## config.mk

```make
export PLATFORM = sky130hd
export DESIGN_NAME = gpio_octal_controller
export DESIGN_NICKNAME = d
export VERILOG_FILES = /design/src/rtl/gpio_octal_controller.sv
export SDC_FILE = /design/constraint.sdc
export NUM_CORES = 1
export LEC_CHECK = 0
export ABC_CLOCK_PERIOD_IN_PS = 4700
export CAP_MARGIN = 20
export CORE_MARGIN = 2
export CORE_UTILIZATION = 65
export DETAILED_ROUTE_END_ITERATION = 10
export DONT_BUFFER_PORTS = 1
export GPL_TIMING_DRIVEN = 0
export PLACE_DENSITY_LB_ADDON = 0.2
export REMOVE_ABC_BUFFERS = 1
export SLEW_MARGIN = 20
export SYNTH_ARGS = -nofsm -noshare
export SYNTH_HDL_FRONTEND = slang
export SYNTH_SLANG_ARGS = --single-unit
export TNS_END_PERCENT = 20
```

## constraint.sdc

```tcl
create_clock -name Clk -period 4.7 [get_ports Clk]
set_input_delay 1.41 -clock Clk [delete_from_list [all_inputs] [get_ports Clk]]
set_output_delay 1.41 -clock Clk [all_outputs]
set_load 0.1 [all_outputs]
```

## src/rtl/gpio_octal_controller.sv

```systemverilog
// Register-programmable control/observation stage for the octal tristate pad block.
// Drives PadOut/PadOE from software registers. Synchronizes and debounces PadIn,
// detects edges, and collects per-bit sticky status into one level interrupt.
//
// Ports:
//   Clk, Reset_n        - system clock (rising edge), asynchronous active-low reset
//   Addr, WrEn, WrData  - register write port (one cycle strobe)
//   RdEn, RdData, RdValid - register read port, data/valid one cycle after RdEn
//   PadIn               - asynchronous input bus from the pad block
//   PadOut, PadOE       - output data and drive enables to the pad block (1 = drive)
//   Irq                 - OR of pending status bits masked by IRQ_EN
//
// Register map: 0 DATA_OUT, 1 DIR, 2 DATA_IN (RO), 3 IRQ_EN, 4 RISE_EN,
//               5 FALL_EN, 6 IRQ_STAT (W1C), 7 reserved.
module gpio_octal_controller #(
  parameter int unsigned SYNC_STAGES     = 2,
  parameter int unsigned DEBOUNCE_CYCLES = 4
) (
  input  logic       Clk,
  input  logic       Reset_n,
  input  logic [2:0] Addr,
  input  logic       WrEn,
  input  logic [7:0] WrData,
  input  logic       RdEn,
  output logic [7:0] RdData,
  output logic       RdValid,
  input  logic [7:0] PadIn,
  output logic [7:0] PadOut,
  output logic [7:0] PadOE,
  output logic       Irq
);

  localparam int unsigned NUM_BITS = 8;
  localparam int unsigned CNT_W    = 8;
  localparam logic [CNT_W-1:0] CNT_LAST = CNT_W'(DEBOUNCE_CYCLES - 1);

  localparam logic [2:0] ADDR_DATA_OUT = 3'd0;
  localparam logic [2:0] ADDR_DIR      = 3'd1;
  localparam logic [2:0] ADDR_DATA_IN  = 3'd2;
  localparam logic [2:0] ADDR_IRQ_EN   = 3'd3;
  localparam logic [2:0] ADDR_RISE_EN  = 3'd4;
  localparam logic [2:0] ADDR_FALL_EN  = 3'd5;
  localparam logic [2:0] ADDR_IRQ_STAT = 3'd6;

  logic [NUM_BITS-1:0] sync_q [SYNC_STAGES];
  logic [NUM_BITS-1:0] sync_s;

  logic [CNT_W-1:0]    cnt_q  [NUM_BITS];
  logic [CNT_W-1:0]    cnt_d  [NUM_BITS];
  logic [NUM_BITS-1:0] deb_q;
  logic [NUM_BITS-1:0] toggle;

  logic [NUM_BITS-1:0] irq_en_q;
  logic [NUM_BITS-1:0] rise_en_q;
  logic [NUM_BITS-1:0] fall_en_q;
  logic [NUM_BITS-1:0] irq_stat_q;
  logic [NUM_BITS-1:0] irq_stat_d;
  logic [NUM_BITS-1:0] stat_clr;
  logic [NUM_BITS-1:0] stat_set;
  logic [NUM_BITS-1:0] rd_mux;

  // Input synchronizer: plain flop chain, no logic between stages.
  always_ff @(posedge Clk or negedge Reset_n) begin
    if (!Reset_n) begin
      for (int unsigned i = 0; i < SYNC_STAGES; i++) sync_q[i] <= '0;
    end else begin
      sync_q[0] <= PadIn;
      for (int unsigned i = 1; i < SYNC_STAGES; i++) sync_q[i] <= sync_q[i-1];
    end
  end

  assign sync_s = sync_q[SYNC_STAGES-1];

  // Debounce next-state: value flips only after DEBOUNCE_CYCLES consecutive mismatches.
  always_comb begin
    toggle = '0;
    for (int unsigned i = 0; i < NUM_BITS; i++) begin
      cnt_d[i]  = '0;
      toggle[i] = (sync_s[i] != deb_q[i]) && (cnt_q[i] == CNT_LAST);
      if ((sync_s[i] != deb_q[i]) && !toggle[i]) cnt_d[i] = cnt_q[i] + CNT_W'(1);
    end
  end

  always_ff @(posedge Clk or negedge Reset_n) begin
    if (!Reset_n) begin
      deb_q <= '0;
      for (int unsigned i = 0; i < NUM_BITS; i++) cnt_q[i] <= '0;
    end else begin
      deb_q <= deb_q ^ toggle;
      for (int unsigned i = 0; i < NUM_BITS; i++) cnt_q[i] <= cnt_d[i];
    end
  end

  // Edge events land on the same edge the debounced value changes; set beats W1C clear.
  always_comb begin
    stat_set   = toggle & ((~deb_q & rise_en_q) | (deb_q & fall_en_q));
    stat_clr   = (WrEn && (Addr == ADDR_IRQ_STAT)) ? WrData : '0;
    irq_stat_d = (irq_stat_q & ~stat_clr) | stat_set;
  end

  // Software-writable registers; writes to DATA_IN and reserved fall through.
  always_ff @(posedge Clk or negedge Reset_n) begin
    if (!Reset_n) begin
      PadOut     <= '0;
      PadOE      <= '0;
      irq_en_q   <= '0;
      rise_en_q  <= '0;
      fall_en_q  <= '0;
      irq_stat_q <= '0;
    end else begin
      irq_stat_q <= irq_stat_d;
      if (WrEn) begin
        case (Addr)
          ADDR_DATA_OUT: PadOut    <= WrData;
          ADDR_DIR:      PadOE     <= WrData;
          ADDR_IRQ_EN:   irq_en_q  <= WrData;
          ADDR_RISE_EN:  rise_en_q <= WrData;
          ADDR_FALL_EN:  fall_en_q <= WrData;
          default: ;
        endcase
      end
    end
  end

  // Read mux samples pre-edge register values, so a same-cycle write is not visible.
  always_comb begin
    rd_mux = '0;
    case (Addr)
      ADDR_DATA_OUT: rd_mux = PadOut;
      ADDR_DIR:      rd_mux = PadOE;
      ADDR_DATA_IN:  rd_mux = deb_q;
      ADDR_IRQ_EN:   rd_mux = irq_en_q;
      ADDR_RISE_EN:  rd_mux = rise_en_q;
      ADDR_FALL_EN:  rd_mux = fall_en_q;
      ADDR_IRQ_STAT: rd_mux = irq_stat_q;
      default:       rd_mux = '0;
    endcase
  end

  // Registered read port; RdData holds while idle.
  always_ff @(posedge Clk or negedge Reset_n) begin
    if (!Reset_n) begin
      RdData  <= '0;
      RdValid <= 1'b0;
    end else begin
      RdValid <= RdEn;
      if (RdEn) RdData <= rd_mux;
    end
  end

  // Interrupt is a pure function of registered state.
  assign Irq = |(irq_stat_q & irq_en_q);

endmodule

```

=== Yosys cells after proc, flatten, opt, wreduce, memory -nomap -nowiden ===
Index checks and enable logic that the tools add are counted.

* Add/subtract/negate cells: 8
* Equality and inequality tests: 22
* Bitwise gates (word level): 10
* Reduce and logical (&&, ||, !) cells: 32
* Multiplexer cells: 10

{| class="wikitable"
|+ Operators with widths
! cell !! count
|-
| $mux 8 || 9
|-
| $add 8x1->8 const B || 8
|-
| $eq 8x2->1 const B || 8
|-
| $pmux 8 s7 || 1
|-
| $and 8x8->8 || 5
|-
| $logic_and 1x1->1 || 17
|-
| $not 8->8 || 2
|-
| $or 8x8->8 || 2
|-
| $reduce_and 2->1 || 5
|-
| $eq 3x3->1 const B || 3
|-
| $logic_not 1->1 || 8
|-
| $ne 1x1->1 || 8
|-
| $reduce_or 8->1 || 1
|-
| $xor 8x8->8 || 1
|-
| $eq 3x2->1 const B || 2
|-
| $eq 3x1->1 const B || 1
|-
| $logic_not 3->1 || 1
|}

* Word-level logic and storage cells: 101
* Bits of input ports: 23
* Register bits after elaboration: 145
* Output and inout port bits: 26

=== Longest topological paths before layout ===
* Depth after elaboration: 6
* Gate-level depth with buffers: 7
* Mapped depth without buffers: 5

=== Worst setup path before layout ===
Ideal clock, no wire load.

* Path kind: register -> output
* Start point: register irq_stat_q[1]
* End point: output Irq
* Stages on the path, launching flop included: 3
* Path buffers: 0
* Slack: 1.825 ns
* Arrival: 1.465 ns
* Data required time: 3.290 ns
* Cells stage by stage: dfrtp_1 -> a22oi_1 -> nand4_1

* Word-level cells in the longest chain between the ends: 2

{| class="wikitable"
|+ RTL lines
! element !! RTL line !! text
|-
| start: declaration || 56 || <nowiki>logic [NUM_BITS-1:0] irq_stat_q;</nowiki>
|-
| start signal: assignment || 111 || <nowiki>irq_stat_q <= irq_stat_d;</nowiki>
|-
| $and 8x8->8 || 152 || <nowiki>assign Irq = |(irq_stat_q & irq_en_q);</nowiki>
|-
| $reduce_or 8->1 || 152 ||
|-
| end: declaration || 30 || <nowiki>output logic Irq</nowiki>
|}

No other way between the ends.

=== Worst setup path in the final report ===
* Start point: register irq_en_q[6]
* End point: output Irq

* Word-level cells in the longest chain between the ends: 2

{| class="wikitable"
|+ RTL lines
! element !! RTL line !! text
|-
| start: declaration || 53 || <nowiki>logic [NUM_BITS-1:0] irq_en_q;</nowiki>
|-
| start signal: assignment || 116 || <nowiki>ADDR_IRQ_EN: irq_en_q <= WrData;</nowiki>
|-
| $and 8x8->8 || 152 ||
|-
| $reduce_or 8->1 || 152 ||
|}

No other way between the ends.

==> flow_metrics.env <==
export IMPL_yosys_top_cells_area="dfrtp_1 55%, mux2_2 9.0%, nor2_1 4.4%"
export IMPL_numCtsBuffers=17
export IMPL_grt_pass1_wl_mm=22.8
export IMPL_critPathKind="flip-flop to output port"
export IMPL_num_antenna_cells=0
export IMPL_place_congestion=0.796
export IMPL_ys_ff_latch=145
export IMPL_hold_violations=0
export IMPL_layout_commonest_cell="dfrtp_1"
export IMPL_power_density_mw_per_mm2=569
export IMPL_boundaryPins=49
export IMPL_clock_sinks=145
export IMPL_drive_above_1_share=0.173
export IMPL_grt_start_max_net_pins=146
export IMPL_ys_types=51
export IMPL_fin_crit_sh=0.671
export IMPL_cpPeakStageDelay_ns=0.40
export IMPL_die_area_mm2=0.0110
export IMPL_arrival_ns=1.74
export IMPL_drt_pass1_iterations=4
export IMPL_num_rows=36
export IMPL_wl_mm=13.4
export IMPL_synth_top_cell_by_area="dfrtp_1"
export IMPL_synth_top_family_by_area="simple AND/OR/NAND/NOR gates"
export IMPL_synth_edf_count=0
export IMPL_drtAntennaViolNets=0
export IMPL_synth_top_flop_cell="dfrtp_1"
export IMPL_synthSimpleGateAreaFrac=0.174
export IMPL_synth_cells=573
export IMPL_io_buffer_count=0
export IMPL_synthXorXnorAreaFrac=0.0673
export IMPL_hold_slack_ns=0.347
export IMPL_die_w_um=105
export IMPL_layout_nets=608
export IMPL_synthArstFlopShare=1.00
export IMPL_worstPathRequired_ns=3.29
export IMPL_hold_path_class="flip-flop to flip-flop"
export IMPL_post_cts_repair_setup_buffers=0
export IMPL_maxCapViolCount=0
export IMPL_fillCellCount=607
export IMPL_ys_seq_area_frac=0.547
export IMPL_synth_top_area_share=0.547
export IMPL_synth_compound_area_frac=0.0660
export IMPL_path_max_fanout=3
export IMPL_grt_use_total=0.266
export IMPL_ctsHoldBuffers=0
export IMPL_crit_chain="a22oi_1 -> nand4_1 -> buf_16"
export IMPL_synthMuxAreaShare=0.109
export IMPL_p_leak_uw=0.00330
export IMPL_vias=4387
export IMPL_antenna_found_initial=0
export IMPL_cts_resized=0
export IMPL_clk_pin_slew_ns=0.06
export IMPL_outcome="completed"
export IMPL_final_cell_mix="145 x dfrtp_1, 78 x nor2_1, 53 x mux2_2, 30 x xor2_1, 25 x nand2_1"
export IMPL_grt_overflow_total=0
export IMPL_slew_limit_headroom=0.348
export IMPL_yosys_warnings=0
export IMPL_setup_viol_count_final=0
export IMPL_cts_buffer_depth=2
export IMPL_clk_latency_ns=0.54
export IMPL_coreArea_mm2=0.00986
export IMPL_netlist_area_mm2=0.00664
export IMPL_die_y_um=105
export IMPL_htree_levels=4
export IMPL_synth_avg_cell_area_um2=11.6
export IMPL_initial_core_util=0.673
export IMPL_area_growth_pct=11.4
export IMPL_period_needed_ns=3.15
export IMPL_slew_viol_final=0
export IMPL_vias_per_cell=6.07
export IMPL_grt_setup_unrepaired="false"
export IMPL_clock_fmax_ghz=0.317
export IMPL_grt_pass1_vias=4579
export IMPL_cts_tree="done"
export IMPL_worstMarginPinSlew_ns=0.978
export IMPL_endpoint_kind="output port"
export IMPL_wl_per_cell_um=18.6
export IMPL_drt_iter0_markers=272
export IMPL_clock_skew_ns=0.00822
export IMPL_tns_ns=0
export IMPL_synth_adder_area_share=0.0151
export IMPL_max_vdd_ir_drop_mv=0.408
export IMPL_dp_hpwl_mm=8.60
export IMPL_start_kind="flip-flop"
export IMPL_drc=0
export IMPL_critPathSlowestCell="dfrtp_1"
export IMPL_cts_root_buffer="clkbuf_8"
==> layer usage <==
| layer | vias up | GRT usage | wire [um] |
|---|---|---|---|
| li1 | 2022 | - | - |
| met1 | 2222 | 0.327 | 5550 |
| met2 | 109 | 0.420 | 6690 |
| met3 | 34 | 0.107 | 833 |
| met4 | 0 | 0.109 | 357 |
| met5 | - | 0 | 0 |
==> worst max-delay path: cells and delay by family (launching register included) <==
family          cells  cell delay [ns]
buf+inv             1             0.27
compound gates      1             0.24
flops               1             0.40
simple gates        1             0.29
==> logic make-up (layout without fill, tap and decap cells) <==
logic type                 after synthesis  in the layout
muxes                                   64             64
AOI/OAI and AO/OA                       62             62
DFF                                    145            145
and+or+nand+nor                        211            211
buffers and inverters                   32             49
adders and majority gates                8              8
xor gates and xnor gates                51             51
==> cell type report <==
type	instances	area [um^2]	share of cell area
Sequential cell	145	3630	0.491
Multi-Input combinational cell	396	2860	0.387
Clock buffer	24	500	0.0677
Tap cell	133	166	0.0225
Clock inverter	8	148	0.0200
Inverter	16	60.1	0.00812
Timing Repair Buffer	1	27.5	0.00372
==> power by group <==
part	leakage (uW)	switching (uW)	internal (uW)
sequential	0.00186	573	1470
combinational	0.00114	360	360
clock	0.000310	498	947
total	0.00330	1430	2780
==> worst paths after layout <==
kind / startpoint / to / slack [ns] / cells past startpoint
setup / recovery: irq_en_q[6] / Irq / 1.55 / 3
hold / removal: sync_q[8] / sync_s[0] / 0.35 / 0
setup reg to reg: PadOE[0] / RdData[0] / 2.84 / 4
hold reg to reg: sync_q[8] / sync_s[0] / 0.35 / 0
max in group asynchronous: Reset_n / cnt_q[32] / 3.95 / 0
min in group asynchronous: Reset_n / cnt_q[19] / 0.57 / 0
==> metrics by stage <==
| step | setup WS, ns | cells | util | total power (uW) | area [um^2] |
|---|---|---|---|---|---|
| 2_1_floorplan | 1.82 | 557 | - | 2540 | 6550 |
| 3_3_place_gp | 1.44 | 690 | 0.681 | 2670 | 6720 |
| 3_5_place_dp | 1.38 | 691 | 0.684 | 2770 | 6740 |
| 4_1_cts | 1.54 | 723 | 0.749 | 4230 | 7390 |
| 5_1_grt | 1.45 | 723 | 0.749 | 4400 | 7390 |
| 6_report | 1.55 | 723 | 0.749 | 4210 | 7390 |
==> cell usage after synthesis (3+ instances only) <==
library cell,n
nand2_1,25
and2_1,8
and3_1,17
nand3b_1,12
nor2_1,78
nor3b_1,4
ha_1,8
a32oi_1,3
xnor2_1,21
dfrtp_1,145
xor2_1,30
nand2b_1,9
nand3_1,20
a21o_1,3
a21oi_1,13
buf_4,5
nor2b_1,7
mux2_2,53
a31oi_1,6
o21ai_0,7
mux2i_1,8
nand4_1,10
buf_2,9
a22oi_1,6
inv_1,16
a22o_1,6
o2bb2ai_1,4
o22ai_1,5
==> state kept, by name, indices dropped and copies added (netlist names), named ones only <==
| name | cells |
|---|---|
| PadOE | 8 |
| PadOut | 8 |
| RdData | 8 |
| RdValid | 1 |
| cnt_q | 64 |
| fall_en_q | 8 |
| irq_en_q | 8 |
| irq_stat_q | 8 |
| rise_en_q | 8 |
| sync_q | 8 |
| sync_s | 8 |
(Power assumes the default switching activity.)
